$ cat src/rtl/instruction_text_renderer.sv
`default_nettype none
// ============================================================================
// Module   : instruction_text_renderer
// Purpose  : Display-side reader of the 64 x 32-bit graphic instruction
//            memory. Scans the pixel position, reads the entry under the
//            beam and renders it as 8 hex glyphs (8x8 font). The result is
//            one RGB332 pixel per clock with a fixed 3-clock latency.
//
// Ports    : CLK          pixel clock
//            RST          asynchronous active-low reset
//            SYS_X/SYS_Y  current pixel column / line
//            INS_COUNT    number of valid entries (0..64, larger = 64)
//            NEW_INS_ADD  next write address of the capture path
//            RD_EN        memory read strobe
//            RD_ADDR      memory read address
//            RD_DATA      memory read data (valid the cycle after RD_EN)
//            ACTIVE       pixel lies inside a drawn text cell
//            COLOR        RGB332 pixel colour
//
// Options  : HIGHLIGHT_LAST_EN - when defined, the most recently written
//            entry ((NEW_INS_ADD-1) mod 64) is drawn with inverted colours.
//            When undefined NEW_INS_ADD is ignored.
//
// Revision : 1.0 - initial release
// ============================================================================
module instruction_text_renderer #(
    parameter int         X0    = 16,
    parameter int         ROW_H = 15,
    parameter logic [7:0] FG    = 8'hFF,
    parameter logic [7:0] BG    = 8'h00
) (
    input  logic        CLK,
    input  logic        RST,
    input  logic [9:0]  SYS_X,
    input  logic [9:0]  SYS_Y,
    input  logic [6:0]  INS_COUNT,
    input  logic [5:0]  NEW_INS_ADD,
    output logic        RD_EN,
    output logic [5:0]  RD_ADDR,
    input  logic [31:0] RD_DATA,
    output logic        ACTIVE,
    output logic [7:0]  COLOR
);

    localparam logic [9:0] c_VIS_W    = 10'd640;
    localparam logic [9:0] c_VIS_H    = 10'd480;
    localparam logic [9:0] c_LEFT_X0  = 10'(X0);
    localparam logic [9:0] c_RIGHT_X0 = 10'(X0 + 320);
    localparam logic [9:0] c_COL_W    = 10'd64;

    // ------------------------------------------------------------------
    // Position decode (combinational, feeds S1)
    // ------------------------------------------------------------------
    logic       w_visible;
    logic       w_left;
    logic       w_right;
    logic       w_in_col;
    logic [4:0] w_row;
    logic [9:0] w_line;
    logic [9:0] w_col_start;
    logic [2:0] w_char;
    logic [5:0] w_entry;

    assign w_visible   = (SYS_X < c_VIS_W) && (SYS_Y < c_VIS_H);
    assign w_left      = (SYS_X >= c_LEFT_X0)  && (SYS_X < c_LEFT_X0 + c_COL_W);
    assign w_right     = (SYS_X >= c_RIGHT_X0) && (SYS_X < c_RIGHT_X0 + c_COL_W);
    assign w_in_col    = (w_left || w_right) && w_visible;
    // Division by a constant; only meaningful inside the visible area.
    assign w_row       = 5'(SYS_Y / 10'(ROW_H));
    assign w_line      = SYS_Y % 10'(ROW_H);
    assign w_col_start = w_right ? c_RIGHT_X0 : c_LEFT_X0;
    assign w_char      = 3'((SYS_X - w_col_start) >> 3);
    // Right column holds entries 32..63.
    assign w_entry     = {w_right, w_row};

    // ------------------------------------------------------------------
    // Pipeline registers
    // ------------------------------------------------------------------
    logic [2:0] r_s1_char;
    logic [2:0] r_s1_bitpos;
    logic [2:0] r_s1_line;
    logic       r_s1_incell;

    logic [7:0] r_s2_glyph;
    logic [2:0] r_s2_bitpos;
    logic       r_s2_valid;

    // ------------------------------------------------------------------
    // S2 decode: nibble select and font lookup
    // ------------------------------------------------------------------
    logic [4:0]  w_nib_msb;
    logic [3:0]  w_nib;
    logic [63:0] w_glyph;
    logic [5:0]  w_row_msb;
    logic [7:0]  w_glyph_row;
    logic        w_entry_valid;

    // Character 0 takes the most significant nibble.
    assign w_nib_msb = 5'd31 - {r_s1_char, 2'b00};
    assign w_nib     = RD_DATA[w_nib_msb -: 4];

    // 8x8 hex font: byte 7 (MSBs) is line 0, bit 7 of each byte is the
    // leftmost pixel.
    always_comb begin
        w_glyph = 64'h0;
        case (w_nib)
            4'h0: w_glyph = 64'h3C666E7666663C00;
            4'h1: w_glyph = 64'h1838181818187E00;
            4'h2: w_glyph = 64'h3C66060C30607E00;
            4'h3: w_glyph = 64'h3C66061C06663C00;
            4'h4: w_glyph = 64'h0C1C3C6C7E0C0C00;
            4'h5: w_glyph = 64'h7E607C0606663C00;
            4'h6: w_glyph = 64'h3C66607C66663C00;
            4'h7: w_glyph = 64'h7E060C1818181800;
            4'h8: w_glyph = 64'h3C66663C66663C00;
            4'h9: w_glyph = 64'h3C66663E06663C00;
            4'hA: w_glyph = 64'h183C66667E666600;
            4'hB: w_glyph = 64'h7C66667C66667C00;
            4'hC: w_glyph = 64'h3C66606060663C00;
            4'hD: w_glyph = 64'h786C6666666C7800;
            4'hE: w_glyph = 64'h7E60607C60607E00;
            4'hF: w_glyph = 64'h7E60607C60606000;
            default: w_glyph = 64'h0;
        endcase
    end

    assign w_row_msb   = 6'd63 - {r_s1_line, 3'b000};
    assign w_glyph_row = w_glyph[w_row_msb -: 8];
    // RD_ADDR still holds this pixel's entry during S2. A 7-bit compare
    // makes any INS_COUNT above 64 behave as 64.
    assign w_entry_valid = ({1'b0, RD_ADDR} < INS_COUNT);

    // ------------------------------------------------------------------
    // Optional highlight of the most recently written entry
    // ------------------------------------------------------------------
    logic w_invert;

`ifdef HIGHLIGHT_LAST_EN
    logic [5:0] w_last_entry;
    logic       r_s1_hl;
    logic       r_s2_hl;

    // NEW_INS_ADD points at the next free slot; wraps so 0 selects 63.
    assign w_last_entry = NEW_INS_ADD - 6'd1;

    always_ff @(posedge CLK or negedge RST) begin
        if (!RST) begin
            r_s1_hl <= 1'b0;
            r_s2_hl <= 1'b0;
        end else begin
            r_s1_hl <= (w_entry == w_last_entry) && (INS_COUNT != 7'd0);
            r_s2_hl <= r_s1_hl;
        end
    end

    assign w_invert = r_s2_hl;
`else
    logic w_unused_new_ins_add;

    assign w_unused_new_ins_add = ^NEW_INS_ADD;
    assign w_invert             = 1'b0;
`endif

    // ------------------------------------------------------------------
    // S1 / S2 / S3 pipeline
    // ------------------------------------------------------------------
    logic w_pix;

    assign w_pix = r_s2_glyph[3'd7 - r_s2_bitpos];

    always_ff @(posedge CLK or negedge RST) begin
        if (!RST) begin
            RD_EN       <= 1'b0;
            RD_ADDR     <= 6'd0;
            r_s1_char   <= 3'd0;
            r_s1_bitpos <= 3'd0;
            r_s1_line   <= 3'd0;
            r_s1_incell <= 1'b0;
            r_s2_glyph  <= 8'd0;
            r_s2_bitpos <= 3'd0;
            r_s2_valid  <= 1'b0;
            ACTIVE      <= 1'b0;
            COLOR       <= BG;
        end else begin
            // S1: issue the read and carry the position forward
            RD_EN       <= w_in_col;
            RD_ADDR     <= w_entry;
            r_s1_char   <= w_char;
            r_s1_bitpos <= SYS_X[2:0];
            r_s1_line   <= w_line[2:0];
            r_s1_incell <= w_in_col && (w_line < 10'd8);

            // S2: read data is present, decode into a glyph row
            r_s2_glyph  <= w_glyph_row;
            r_s2_bitpos <= r_s1_bitpos;
            r_s2_valid  <= r_s1_incell && w_entry_valid;

            // S3: pixel colour
            ACTIVE      <= r_s2_valid;
            COLOR       <= (r_s2_valid && (w_pix ^ w_invert)) ? FG : BG;
        end
    end

endmodule
`default_nettype wire

$ cat config.mk
export PLATFORM = sky130hd
export DESIGN_NAME = instruction_text_renderer
export DESIGN_NICKNAME = d
export VERILOG_FILES = /design/src/rtl/instruction_text_renderer.sv
export SDC_FILE = /design/constraint.sdc
export NUM_CORES = 1
export LEC_CHECK = 0
export CELL_PAD_IN_SITES_DETAIL_PLACEMENT = 1
export CELL_PAD_IN_SITES_GLOBAL_PLACEMENT = 1
export CORE_ASPECT_RATIO = 1.4
export CORE_MARGIN = 2
export CORE_UTILIZATION = 40
export CTS_CLUSTER_DIAMETER = 50
export DETAILED_ROUTE_END_ITERATION = 16
export PLACE_DENSITY_LB_ADDON = 0.1
export SETUP_SLACK_MARGIN = 0.4
export SYNTH_ARGS = -nofsm -noshare
export SYNTH_HDL_FRONTEND = slang
export SYNTH_SLANG_ARGS = --single-unit
$ cat constraint.sdc
create_clock -name CLK -period 7.3 [get_ports CLK]
set_clock_uncertainty 0.15 [all_clocks]
set_input_delay 1.46 -clock CLK [delete_from_list [all_inputs] [get_ports CLK]]
set_output_delay 1.46 -clock CLK [all_outputs]
set_load 0.01 [all_outputs]
==> reports/results.ini <==
[sta]
timing.final.crit_period_ps=6410
maxClockFrequency_mhz=156
rsz0062_at_grt=false
post-route-period-util_pct=87.9
hold_viol_final=0
tightest_slew_ps=841
drv_slew=0
final-setup-viol-count=0
totalNegativeSetupSlack_ps=0
relSlewSlack_pct=42.4
setup_slack_ps=887

[critical_path]
crit_path_top_delay_cell=sky130_fd_sc_hd__clkdlybuf4s50_1
path_type_of_the_worst_setup_path=input port to flip-flop
cp_slowest_stage_delay_ps=880
critPathCaptureType=flip-flop
worstPathRequired_ps=7310
cp_data_arrival_time_ps=6420
path_cells=clkdlybuf4s50_1 > nand2_1 > a21oi_1 > o21ai_1 > a311oi_1 > nand2b_1 > and3_1 > ha_1 > inv_1 > nor4_1 > a311oi_1 > a21o_1 > nand2_1 > xor2_1 > ha_1 > a31o_4 > o211ai_1 > o311a_1
timing.critical_path.fanout_max=17
critical_path.startpoint_type=input port

[route]
drt-met1-wl_um=3970
drt.antenna.violating_nets=0
remaining_drc_errors=0
met3WireLength_um=346
dr.pass1.iters=4
post_drt_via_cell_ratio=6.03
drt_iter0_drc=161
route.met2.wl_um=5990
drt-total-wl_um=10600
detail_route.wl_per_cell_um=19.0
vias=3366
top_layer_used=met4

[logic_synthesis]
mappedNetlistArea_um2=3370
postSynthRegisterBits=29
synth_warnings=0
synth_enable_flop_cells=0
cell_types_occupying_the_most_area_after_synthesis=sky130_fd_sc_hd__dfrtp_1 (22%), sky130_fd_sc_hd__mux4_2 (7.3%), sky130_fd_sc_hd__ha_1 (6.3%)
synth_top_cell_area_share_pct=21.5
syn-instance-count=403
synth_flop_cell=sky130_fd_sc_hd__dfrtp_1
synth.net_count=487
seq_area_frac_synth_pct=21.5
synth_top_area_cell=sky130_fd_sc_hd__dfrtp_1
avgSynthCellArea_um2=8.37
post_synthesis_async_set_or_reset_flop_share_pct=100
synth.distinct_cells=78

[global_route]
grt_first_pass_wirelength_um=17500
grt_antenna_before_repair=0
first_global_vias=3554
largest_net_degree_at_the_start_of_global_routing=30
grt_overflow=0
total_routing_resource_utilization_after_global_routing_pct=24.6

[min_path]
min_path_type=flip-flop to flip-flop

[floorplanning]
die_width_um=81.6
die_area_um2=9200
die_height_um=113
io-pin-count=83
floorplan.core_area_um2=8200
floorplan.initialDensity_pct=41.2
placementRows=39

[cells_and_area]
layout-area-overhead-vs-synth_pct=26.3
drive_gt1_share_pct=11.0
finalNonFillerCells=558
antennaDiodeCount=0
number_of_nets_in_the_final_layout=539

[placed_design]
place.detailed.hpwl_um=8110
port_buffers=76
dp_cells=550
dpl_worst_slack_ps=601
globalplace.congestion=0.898

[clocking]
cts_hold_repair.buffers=0
htree_num_levels=2
cts.path.max_buffers=2
inserted_clock_buffers=5
path_clk_slew_ps=50
cts_root_buf=sky130_fd_sc_hd__clkbuf_16
worstSkewPairLatency_ps=280
cts_tree=built
clkSinkCount=29

[run]
maxCapViolations=0

[power_and_ir_drop]
power.static_leakage_nw=1.75
power_density_nw_per_um2=220
ir_drop_mv=0.138

[status]
run_status=finished, final reports clean

## flip-flops by register name (all words and copies together), names as in the netlist
name / cells
COLOR: 1
r_s1_char: 3
r_s1_bitpos: 3
r_s2_bitpos: 3
r_s2_glyph: 6
ACTIVE: 1
r_s2_valid: 1
r_s1_incell: 1
RD_ADDR: 6
r_s1_line: 3
RD_EN: 1
## critical path: cells and delay by family
family	cells	cell delay [ps]
adder cells (fa/ha/maj)	2	560
AND/OR/NAND/NOR	5	1150
AO/OA/AOI/OAI	8	2040
XOR/XNOR	1	200
buffers and inverters	2	1010
## Yosys cell counts, types with 3 or more instances
master                     instances
sky130_fd_sc_hd__nand2_1          43
sky130_fd_sc_hd__a21oi_1          33
sky130_fd_sc_hd__nor2_1           30
sky130_fd_sc_hd__dfrtp_1          29
sky130_fd_sc_hd__o21ai_0          25
sky130_fd_sc_hd__inv_1            21
sky130_fd_sc_hd__clkbuf_1         17
sky130_fd_sc_hd__ha_1             17
sky130_fd_sc_hd__buf_4            11
sky130_fd_sc_hd__mux4_2           11
sky130_fd_sc_hd__and3_1            9
sky130_fd_sc_hd__mux2i_1           8
sky130_fd_sc_hd__a211oi_1          7
sky130_fd_sc_hd__a31oi_1           7
sky130_fd_sc_hd__nor3_1            7
sky130_fd_sc_hd__nand3_1           6
sky130_fd_sc_hd__a21o_1            5
sky130_fd_sc_hd__a221oi_1          5
sky130_fd_sc_hd__buf_6             5
sky130_fd_sc_hd__nand2b_1          5
sky130_fd_sc_hd__a211o_1           4
sky130_fd_sc_hd__a211oi_2          4
sky130_fd_sc_hd__a311oi_1          4
sky130_fd_sc_hd__nand3b_1          4
sky130_fd_sc_hd__o21ai_1           4
sky130_fd_sc_hd__o31ai_1           4
sky130_fd_sc_hd__xnor2_1           4
sky130_fd_sc_hd__and3b_1           3
sky130_fd_sc_hd__mux2_2            3
sky130_fd_sc_hd__nand4_1           3
sky130_fd_sc_hd__o211ai_1          3
sky130_fd_sc_hd__o211ai_2          3
## final timing paths
check                                              start                       end  slack [ps]  depth (start not counted)
worst max-delay path                            SYS_Y[9]     r_s1_incell$_DFF_PN0_         890                         18
worst min-delay path            r_s1_bitpos[2]$_DFF_PN0_  r_s2_bitpos[2]$_DFF_PN0_         220                          0
worst max register to register    r_s1_char[0]$_DFF_PN0_   r_s2_glyph[1]$_DFF_PN0_        3430                         11
worst min register to register  r_s1_bitpos[2]$_DFF_PN0_  r_s2_bitpos[2]$_DFF_PN0_         220                          0
max in group asynchronous                            RST  r_s1_bitpos[2]$_DFF_PN0_        5280                          2
min in group asynchronous                            RST    r_s1_char[1]$_DFF_PN0_        1430                          2
## placed cells by master, fill, tap and decap left out, types with 4 or more instances in the layout
cell / Yosys / layout
sky130_fd_sc_hd__ha_1: 17 / 17
sky130_fd_sc_hd__a221oi_1: 5 / 5
sky130_fd_sc_hd__buf_4: 11 / 4
sky130_fd_sc_hd__and3_1: 9 / 9
sky130_fd_sc_hd__o21ai_0: 25 / 25
sky130_fd_sc_hd__a311oi_1: 4 / 4
sky130_fd_sc_hd__a31oi_1: 7 / 7
sky130_fd_sc_hd__mux4_2: 11 / 11
sky130_fd_sc_hd__nand2b_1: 5 / 5
sky130_fd_sc_hd__nand3b_1: 4 / 4
sky130_fd_sc_hd__a211oi_2: 4 / 4
sky130_fd_sc_hd__clkbuf_16: 0 / 5
sky130_fd_sc_hd__nand3_1: 6 / 6
sky130_fd_sc_hd__nor2_1: 30 / 30
sky130_fd_sc_hd__clkdlybuf4s50_1: 0 / 75
sky130_fd_sc_hd__inv_1: 21 / 21
sky130_fd_sc_hd__xnor2_1: 4 / 4
sky130_fd_sc_hd__a21o_1: 5 / 5
sky130_fd_sc_hd__nand2_1: 43 / 43
sky130_fd_sc_hd__o31ai_1: 4 / 4
sky130_fd_sc_hd__nor3_1: 7 / 7
sky130_fd_sc_hd__a211oi_1: 7 / 7
sky130_fd_sc_hd__a21oi_1: 33 / 33
sky130_fd_sc_hd__o21ai_1: 4 / 4
sky130_fd_sc_hd__mux2i_1: 8 / 8
sky130_fd_sc_hd__dfrtp_1: 29 / 29
sky130_fd_sc_hd__a211o_1: 4 / 4
## routing by layer
metal | track usage (%) | vias to the layer above
li1 | - | 1600
met1 | 27.6 | 1655
met2 | 45.5 | 89
met3 | 3.38 | 22
met4 | 9.56 | 0
met5 | 0 | -
## cells by family (layout without fill, tap and decap cells)
logic type | Yosys count | in the layout | synth area share (%)
compound gates | 143 | 143 | 31.2
simple gates | 124 | 124 | 17.9
buf+inv | 58 | 111 | 9.16
flops | 29 | 29 | 21.5
mux | 26 | 26 | 12.3
fa+ha+maj | 18 | 18 | 6.60
xor+xnor | 5 | 5 | 1.30
## stage by stage
step | area, µm² | total power, mW | hold slack, ps | util (%)
after detailed placement | 4070 | 0.662 | 195 | 49.6
after global routing | 4260 | 0.996 | 237 | 52.0
after floorplan | 3370 | 0.530 | 181 | -
after global placement | 4070 | 0.648 | 183 | 49.6
final | 4260 | 0.936 | 222 | 52.0
after CTS | 4260 | 0.940 | 229 | 52.0
## area by class of cell
class / instances / area, µm²
clock buffer: 5 / 125
clock inverter: 3 / 65.1
fill: 977 / 3940
inverter: 23 / 86.3
multi-input combinational: 316 / 2340
sequential: 29 / 726
tap: 102 / 128
timing repair buffer: 80 / 793
## where the power goes
| part | switching (mW) | total (mW) | internal (mW) |
|---|---|---|---|
| Clock | 0.0728 | 0.267 | 0.195 |
| Combinational | 0.230 | 0.422 | 0.192 |
| Sequential | 0.0538 | 0.246 | 0.193 |
| Total | 0.357 | 0.936 | 0.580 |
## timing repair
item / in CTS / in global routing
endpoints found under the setup margin: 0 / 1
buffers inserted: 0 / 0
resized for setup: 0 / 1
Power figures use the tool's default switching activity.
